## src/rtl/uart_rx_engine.sv

```systemverilog
// uart_rx_engine: UART receive front end (rx sync, start-bit check, mid-bit sampling, frame unpack).
// Latency: rx pin -> rx_s 2 cycles; start-bit sample k>>1 cycles after start rises; unpack on the done cycle.
// Backpressure: none; a frame completing while rxrdy is still set overwrites rx_data and raises ovf.
//
// Ports:
//   clk, reset     system clock, asynchronous active-low reset
//   rx             raw serial line (idle high), synchronised internally
//   k              bit time in clk cycles (4..2^KW-1), latched at start-bit detection
//   eight/pen/ohel frame format: 8 vs 7 data bits, parity enable, odd(1)/even(0) parity
//   done           frame-complete flag from the external bit counter
//   rx_read        CPU read strobe, clears rxrdy and ovf
//   start/do_it    start-bit validation / frame-in-progress, fed to the bit counter
//   btu            one-cycle pulse at every mid-bit sample point
//   rx_data, rxrdy, perr, ferr, ovf   CPU-side receive data and status
module uart_rx_engine #(
  parameter int KW = 19
) (
  input  logic          clk,
  input  logic          reset,
  input  logic          rx,
  input  logic [KW-1:0] k,
  input  logic          eight,
  input  logic          pen,
  input  logic          ohel,
  input  logic          done,
  input  logic          rx_read,
  output logic          start,
  output logic          do_it,
  output logic          btu,
  output logic [7:0]    rx_data,
  output logic          rxrdy,
  output logic          perr,
  output logic          ferr,
  output logic          ovf
);

  typedef enum logic [1:0] {
    ST_IDLE  = 2'd0,
    ST_START = 2'd1,
    ST_DATA  = 2'd2
  } state_e;

  state_e        state_q, state_d;
  logic          rx_meta_q, rx_s_q;
  logic [KW-1:0] k_l_q, k_l_d;
  logic [KW-1:0] bt_q, bt_d;
  logic [KW-1:0] limit;
  logic [9:0]    sr_q, sr_d;
  logic          load;

  logic [1:0]    sh;
  logic [9:0]    a;
  logic [7:0]    f_data;
  logic          f_par;
  logic          f_stop;

  logic [7:0]    rx_data_q, rx_data_d;
  logic          rxrdy_q, rxrdy_d;
  logic          perr_q, perr_d;
  logic          ferr_q, ferr_d;
  logic          ovf_q, ovf_d;

  // Two-flop synchroniser; resets to the idle (high) line level so a
  // reset release never looks like a start bit.
  always_ff @(posedge clk or negedge reset) begin
    if (!reset) begin
      rx_meta_q <= 1'b1;
      rx_s_q    <= 1'b1;
    end else begin
      rx_meta_q <= rx;
      rx_s_q    <= rx_meta_q;
    end
  end

  assign start = (state_q == ST_START);
  assign do_it = (state_q != ST_IDLE);

  // Half-bit limit during the start bit puts every later sample mid-bit.
  assign limit = start ? (k_l_q >> 1) : k_l_q;
  assign btu   = do_it & (bt_q == limit - KW'(1));

  always_comb begin
    bt_d = bt_q + KW'(1);
    if (!do_it || btu) begin
      bt_d = '0;
    end
  end

  always_comb begin
    state_d = state_q;
    k_l_d   = k_l_q;
    sr_d    = sr_q;
    load    = 1'b0;
    unique case (state_q)
      ST_IDLE: begin
        if (!rx_s_q) begin
          state_d = ST_START;
          k_l_d   = k;
          sr_d    = '0;
        end
      end
      ST_START: begin
        // Line back high at the start-bit centre: glitch, drop it silently.
        if (btu) begin
          state_d = rx_s_q ? ST_IDLE : ST_DATA;
        end
      end
      ST_DATA: begin
        if (btu) begin
          sr_d = {rx_s_q, sr_q[9:1]};
        end
        if (done) begin
          state_d = ST_IDLE;
          load    = 1'b1;
        end
      end
      default: begin
        state_d = ST_IDLE;
      end
    endcase
  end

  always_ff @(posedge clk or negedge reset) begin
    if (!reset) begin
      state_q <= ST_IDLE;
      k_l_q   <= '0;
      bt_q    <= '0;
      sr_q    <= '0;
    end else begin
      state_q <= state_d;
      k_l_q   <= k_l_d;
      bt_q    <= bt_d;
      sr_q    <= sr_d;
    end
  end

  // Frame unpack. Shorter frames sit in the upper bits of sr, so shift
  // them down to bit 0 first; then all formats share one field layout
  // that only differs in where parity and stop fall.
  always_comb begin
    unique case ({eight, pen})
      2'b00:   sh = 2'd2;
      2'b01:   sh = 2'd1;
      default: sh = 2'd0;
    endcase
    a      = sr_q >> sh;
    f_data = a[7:0];
    f_par  = 1'b0;
    f_stop = a[9];
    unique case ({eight, pen})
      2'b11: begin
        f_data = a[7:0];
        f_par  = a[8];
        f_stop = a[9];
      end
      2'b10: begin
        // a[9] is the sample taken one bit past the stop bit.
        f_data = a[7:0];
        f_stop = a[8];
      end
      2'b01: begin
        f_data = {1'b0, a[6:0]};
        f_par  = a[7];
        f_stop = a[8];
      end
      default: begin
        f_data = {1'b0, a[6:0]};
        f_stop = a[7];
      end
    endcase
  end

  always_comb begin
    rx_data_d = rx_data_q;
    rxrdy_d   = rxrdy_q;
    perr_d    = perr_q;
    ferr_d    = ferr_q;
    ovf_d     = ovf_q;
    if (load) begin
      rx_data_d = f_data;
      perr_d    = pen & (((^f_data) ^ f_par) != ohel);
      ferr_d    = ~f_stop;
      // A read landing on the load cycle consumes the old byte, so no overrun.
      ovf_d     = ovf_q | (rxrdy_q & ~rx_read);
      rxrdy_d   = 1'b1;
    end else if (rx_read) begin
      rxrdy_d = 1'b0;
      ovf_d   = 1'b0;
    end
  end

  always_ff @(posedge clk or negedge reset) begin
    if (!reset) begin
      rx_data_q <= '0;
      rxrdy_q   <= 1'b0;
      perr_q    <= 1'b0;
      ferr_q    <= 1'b0;
      ovf_q     <= 1'b0;
    end else begin
      rx_data_q <= rx_data_d;
      rxrdy_q   <= rxrdy_d;
      perr_q    <= perr_d;
      ferr_q    <= ferr_d;
      ovf_q     <= ovf_d;
    end
  end

  assign rx_data = rx_data_q;
  assign rxrdy   = rxrdy_q;
  assign perr    = perr_q;
  assign ferr    = ferr_q;
  assign ovf     = ovf_q;

endmodule
```

## config.mk

```make
export PLATFORM = sky130hd
export DESIGN_NAME = uart_rx_engine
export DESIGN_NICKNAME = d
export VERILOG_FILES = /design/src/rtl/uart_rx_engine.sv
export SDC_FILE = /design/constraint.sdc
export NUM_CORES = 1
export LEC_CHECK = 0
export CORE_UTILIZATION = 45
export CTS_CLUSTER_SIZE = 28
export DETAILED_ROUTE_END_ITERATION = 8
export PLACE_DENSITY = 0.7
export SLEW_MARGIN = 10
export SYNTH_ARGS = -nofsm -noshare
export SYNTH_HDL_FRONTEND = slang
export SYNTH_SLANG_ARGS = --single-unit
```

## constraint.sdc

```tcl
create_clock -name clk -period 5.35 [get_ports clk]
set_clock_uncertainty 0.1 [all_clocks]
set_input_delay 1.07 -clock clk [delete_from_list [all_inputs] [get_ports clk]]
set_output_delay 1.07 -clock clk [all_outputs]
set_load 0.01 [all_outputs]
```

# Word-level counts from Yosys, hierarchy flattened
# Index checks and enable logic that the tools add are counted.
[classes]
n_addsub = 2
n_eq_ne = 11
shifts = 1
mux = 19
bitwise = 8
n_reduce_logical = 13
[op_table]
columns = ["cell", "n"]
rows = [
  ["$mux 19", 2],
  ["$mux 10", 2],
  ["$pmux 10 s2", 1],
  ["$add 19x1->19 const B", 1],
  ["$eq 19x19->1", 1],
  ["$sub 19x1->19 const B", 1],
  ["$shr 10x2->10", 1],
  ["$mux 2", 4],
  ["$mux 8", 1],
  ["$reduce_xor 8->1", 1],
  ["$eq 2x2->1 const B", 3],
  ["$ne 2x2->1 const B", 3],
  ["$pmux 2 s3", 1],
  ["$reduce_and 3->1", 2],
  ["$reduce_bool 2->1", 3],
  ["$mux 1", 5],
  ["$eq 2x1->1 const B", 2],
  ["$logic_not 2->1", 2],
  ["$pmux 1 s2", 2],
  ["$pmux 2 s2", 1],
  ["$reduce_or 2->1", 2],
  ["$and 1x1->1", 3],
  ["$not 1->1", 3],
  ["$ne 2x1->1 const B", 1],
  ["6 further kinds", 6],
]
[word_totals]
reg_bits = 64
in_bits = 27
out_inout_bits = 15

# Logic depth before layout (Yosys ltp)
# Gate-level depths: netlist of run 1.
[depth]
word_depth = 8
depth_mapped = 18
mapped_depth_nobuf = 12

# Worst setup path after synthesis of run 1
# OpenSTA, ideal clock, no wires.
[synth_path]
path_type = "flip-flop to output port"
startpoint = "register state_q[1]"
endpoint = "output btu"
arrival_ps = 3605
required_time_ps = 4180
slack_ps = 575
path_stages_with_launch = 17
path_buffers = 4
path_cell_list = "dfrtp_1 buf_2 nand2b_1 buf_4 inv_1 buf_2 buf_4 mux2i_1 ha_1 or4b_2 a211oi_2 nand3_1 xor2_1 nand4_1 nor4_1 nand3_1 nor2_1"
[synth_via]
elab_chain_len = 5
[synth_rtl]
columns = ["item", "line_no", "text"]
rows = [
  ["start, declared", "43", "state_e state_q, state_d;"],
  ["start signal, assigned", "130", "state_q <= state_d;"],
  ["$eq 2x1->1", "75", "assign start = (state_q == ST_START);"],
  ["via start", "27", "output logic start,"],
  ["$mux 19", "79", "assign limit = start ? (k_l_q >> 1) : k_l_q;"],
  ["$sub 19x1->19", "80", "assign btu = do_it & (bt_q == limit - KW'(1));"],
  ["$eq 19x19->1", "80", ""],
  ["$and 1x1->1", "80", ""],
  ["end, declared", "29", "output logic btu,"],
]
# The timed path passes the listed nets, and every way through them passes these cells.

# Final worst setup path of run 1
[layout_path]
startpoint = "register state_q[1]"
endpoint = "output btu"
[layout_via]
elab_chain_len = 5
[layout_rtl]
columns = ["item", "line_no"]
rows = [
  ["$eq 2x1->1", "75"],
  ["$mux 19", "79"],
  ["$sub 19x1->19", "80"],
  ["$eq 19x19->1", "80"],
  ["$and 1x1->1 *", "80"],
]
# Mark *: on every way between the ends. The rest lies on a longest branch, timed or not.

==> summary.txt, run 1 <==
outcome = complete, but fails checks
failing checks = design-rule violations
setup_tns = 0 ps
worst hold path class = flop to flop
crit path kind = flop to output port
Hold Path Cell Cnt = 0
fin crit share = 97.0%
Synth Register Bits = 64
# hold bufs at CTS = 0
Area Overhead vs Synth = 18.7%
row count = 34
ANT cells = 0
top sig layer = met4
max incr delay on CP = 560 ps
CTS Buffer Depth = 2
initial antenna violation count = 0
M1 wire length = 4270 um
Synth Area in Adders = 1.82%
Mapped Area = 4120 um2
Num CTS Buffers = 9
1st-iter DRT viols = 143
Hold Path End = rx_s_q
final WL = 8990 um
Area contributors post-synth = dfrtp_1 (38%), mux2_2 (9.0%), xnor2_1 (7.4%)
XOR/XNOR share of the synthesized area = 11.7%
DP HPWL = 6380 um
fmax = 0.193 GHz
total gr overflow = 0
Critical Path Fanout Max = 5
# port buffers = 41
Multi-input gate area = 2390 um2
Leak = 0.00208 uW
Synth Area in Simple Gates = 19.8%
die footprint = 9530 um2
largest family of logic cells by synthesized area = simple AND/OR/NAND/NOR gates
Reg-to-Reg Start = state_q[1]
EDFF count, synth = 0
CP max-delay cell = clkdlybuf4s50_1
Hold Fails Final Rpt = 0
Pwr Total = 2060 uW
Slew headroom = 46.2%
fillcell total = 776
post-synth net total = 447
FF-to-FF path depth = 13
Yosys cell types = 59
GRT Util Overall = 20.4%
WP buf/inv = 2
Initial Util = 46.7%
Critical Path RT = 4180 ps
most used standard cell by instance count after synthesis = dfrtp_1
Slew Limit Fails = 0
critical path arrival = 4020 ps
Post-synth top cells = dfrtp_1 (62), nand2_1 (37), xnor2_1 (35)
Root Buffer = clkbuf_8
top-area cell type share of the netlist area = 37.7%
post-synthesis sequential area ratio = 39.0%
drt pass-1 iters = 8
first-pass GRT wire length = 15700 um
power per cell area = 422 nW/um2
placed cell area = 4590 um2
Design Area, Final = 4890 um2
die height = 97.6 um
number of antenna-violating nets in the routed design = 0
hold_sp = rx_meta_q
vias in the first global route = 3218
WL met3 = 472 um
crit-path cells = nand2b_1 > inv_1 > mux2i_2 > ha_2 > or4b_4 > a211oi_4 > nand3_1 > xor2_1 > nand4_1 > nor4_1 > nand3_1 > nor2_1 > clkdlybuf4s50_1
endpoints failing setup = 0
clk sink count = 64
worst slew pin tran = 807 ps
DRC = 7
largest area contributor in the netlist = dfrtp_1
maxcap violations = 0
mean area per synthesized cell = 9.94 um2
synth warn = 0
synthesized instance count = 414
Setup crit start kind = flop
Primary FF master, synth = dfrtp_1
WL met2 = 4110 um
clk slew on worst S/H paths = 80 ps
H-Tree Depth = 3
post-synthesis mux area share = 14.0%
share of cells above drive strength 1 = 18.3%
crit end category = output port
min Tclk post-route = 5190 ps
CP delay by family, top = simple AND/OR/NAND/NOR gates
R2R Path End = sr_q[0]
die span in x = 97.6 um
largest net degree at the start of global routing = 65
vias post-DR = 3170
IO Pins = 42
peak supply drop = 0.000164 V
fin nets = 487
RD Place Congestion = 0.873
Skew-Pair Late Insertion Delay = 350 ps
Reg area = 1600 um2
drt wl/cell = 15.9 um
R2R Setup Slk = 1670 ps
vias per inst = 5.59
async set-or-reset flop fraction in the synthesized netlist = 100%
Synth Area in Compound Gates = 10.2%
CTS tree = yes
most used cell, CP = nand3_1
CORE AREA = 8810 um2
## layer usage
metal | vias up | track usage, %
met2 | 86 | 31.8
met3 | 17 | 4.03
met5 | - | 0
li1 | 1540 | -
met1 | 1527 | 28.2
met4 | 0 | 7.46
## worst register-to-register path, stage by stage (launching register included)
cell	delay [ps]
dfrtp_1	380
nand2b_1	150
inv_1	140
mux2i_2	260
ha_2	230
or4b_4	520
a211oi_4	280
nand3_1	160
xor2_1	230
buf_4	140
o211ai_1	140
nor4_4	300
nand3_4	210
mux2_4	350
## placed cells by master, fill, tap and decap left out, drive strengths merged, types with 2 or more instances in the layout
cell type / count
bufinv: 3
a211o: 3
nand3: 18
or4: 5
nor4: 5
o211ai: 5
inv: 8
mux2i: 18
a2111o: 2
mux2: 35
o31ai: 3
nand4: 4
nor2b: 14
ha: 6
and4: 4
nor3: 7
nor2: 33
nand2: 37
a21oi: 9
clkdlybuf4s50: 40
nand3b: 3
and3: 7
xor2: 20
o21ai: 17
xnor2: 35
buf: 11
nand2b: 5
a31oi: 3
dfrtp: 62
dfstp: 2
a211oi: 4
and2: 3
clkbuf: 10
and3b: 2
a21o: 3
clkinvlp: 2
## logic make-up (layout without fill, tap and decap cells)
| logic type | after synthesis | in the layout |
|---|---|---|
| fa+ha+maj | 6 | 6 |
| compound gates | 58 | 58 |
| buf+inv | 29 | 74 |
| mux | 53 | 53 |
| simple gates | 149 | 149 |
| xor+xnor | 55 | 55 |
| flops | 64 | 64 |
## flip-flops by register name, indices dropped and copies added (netlist names)
signal / flops
bt_q: 19
ferr: 1
k_l_q: 19
ovf: 1
perr: 1
rx_data: 8
rx_meta_q: 1
rx_s_q: 1
rxrdy: 1
sr_q: 10
state_q: 2
## worst max path at each step
stage	cells past startpoint	slack (ps)	from	to
detailed placement	13	200	state_q[1]	btu
global placement	13	360	state_q[1]	btu
finish	13	160	state_q[1]	btu
global route	13	-4	state_q[1]	btu
floorplan	16	580	state_q[1]	btu
CTS	13	80	state_q[1]	btu
## cell type report
cell class                 count  area share [%]
timing repair buffer          51            9.83
inverter                       7           0.538
clock inverter                 6            2.33
multi-input combinational    321            48.9
clock buffer                  10            2.82
sequential                    64            32.8
tap                          108            2.77
## per-stage QoR
step	std cells	hold WS [ps]	util [%]	setup WS, ps
after floorplan	414	245	-	575
after global placement	547	246	52.1	364
after detailed placement	547	249	52.1	202
after CTS	565	260	55.3	84.9
after global routing	567	266	55.5	-3.77
final	567	259	55.5	158
## power breakdown
group,internal [uW],switching (uW)
Clock,324,205
Combinational,387,378
Sequential,581,190
Total,1290,773
## repair_timing
item	CTS	global route
pin swaps	2	3
cloned	0	0
resized for setup	3	1
setup endpoints to repair	1	1
setup buffers	2	2
(Power assumes the default switching activity.)
==> run 2: changes to the inputs <==
- TNS_END_PERCENT: unset -> 5
==> results of run 2 <==
The final DEF is identical to that of run 1; final timing and power are the same.
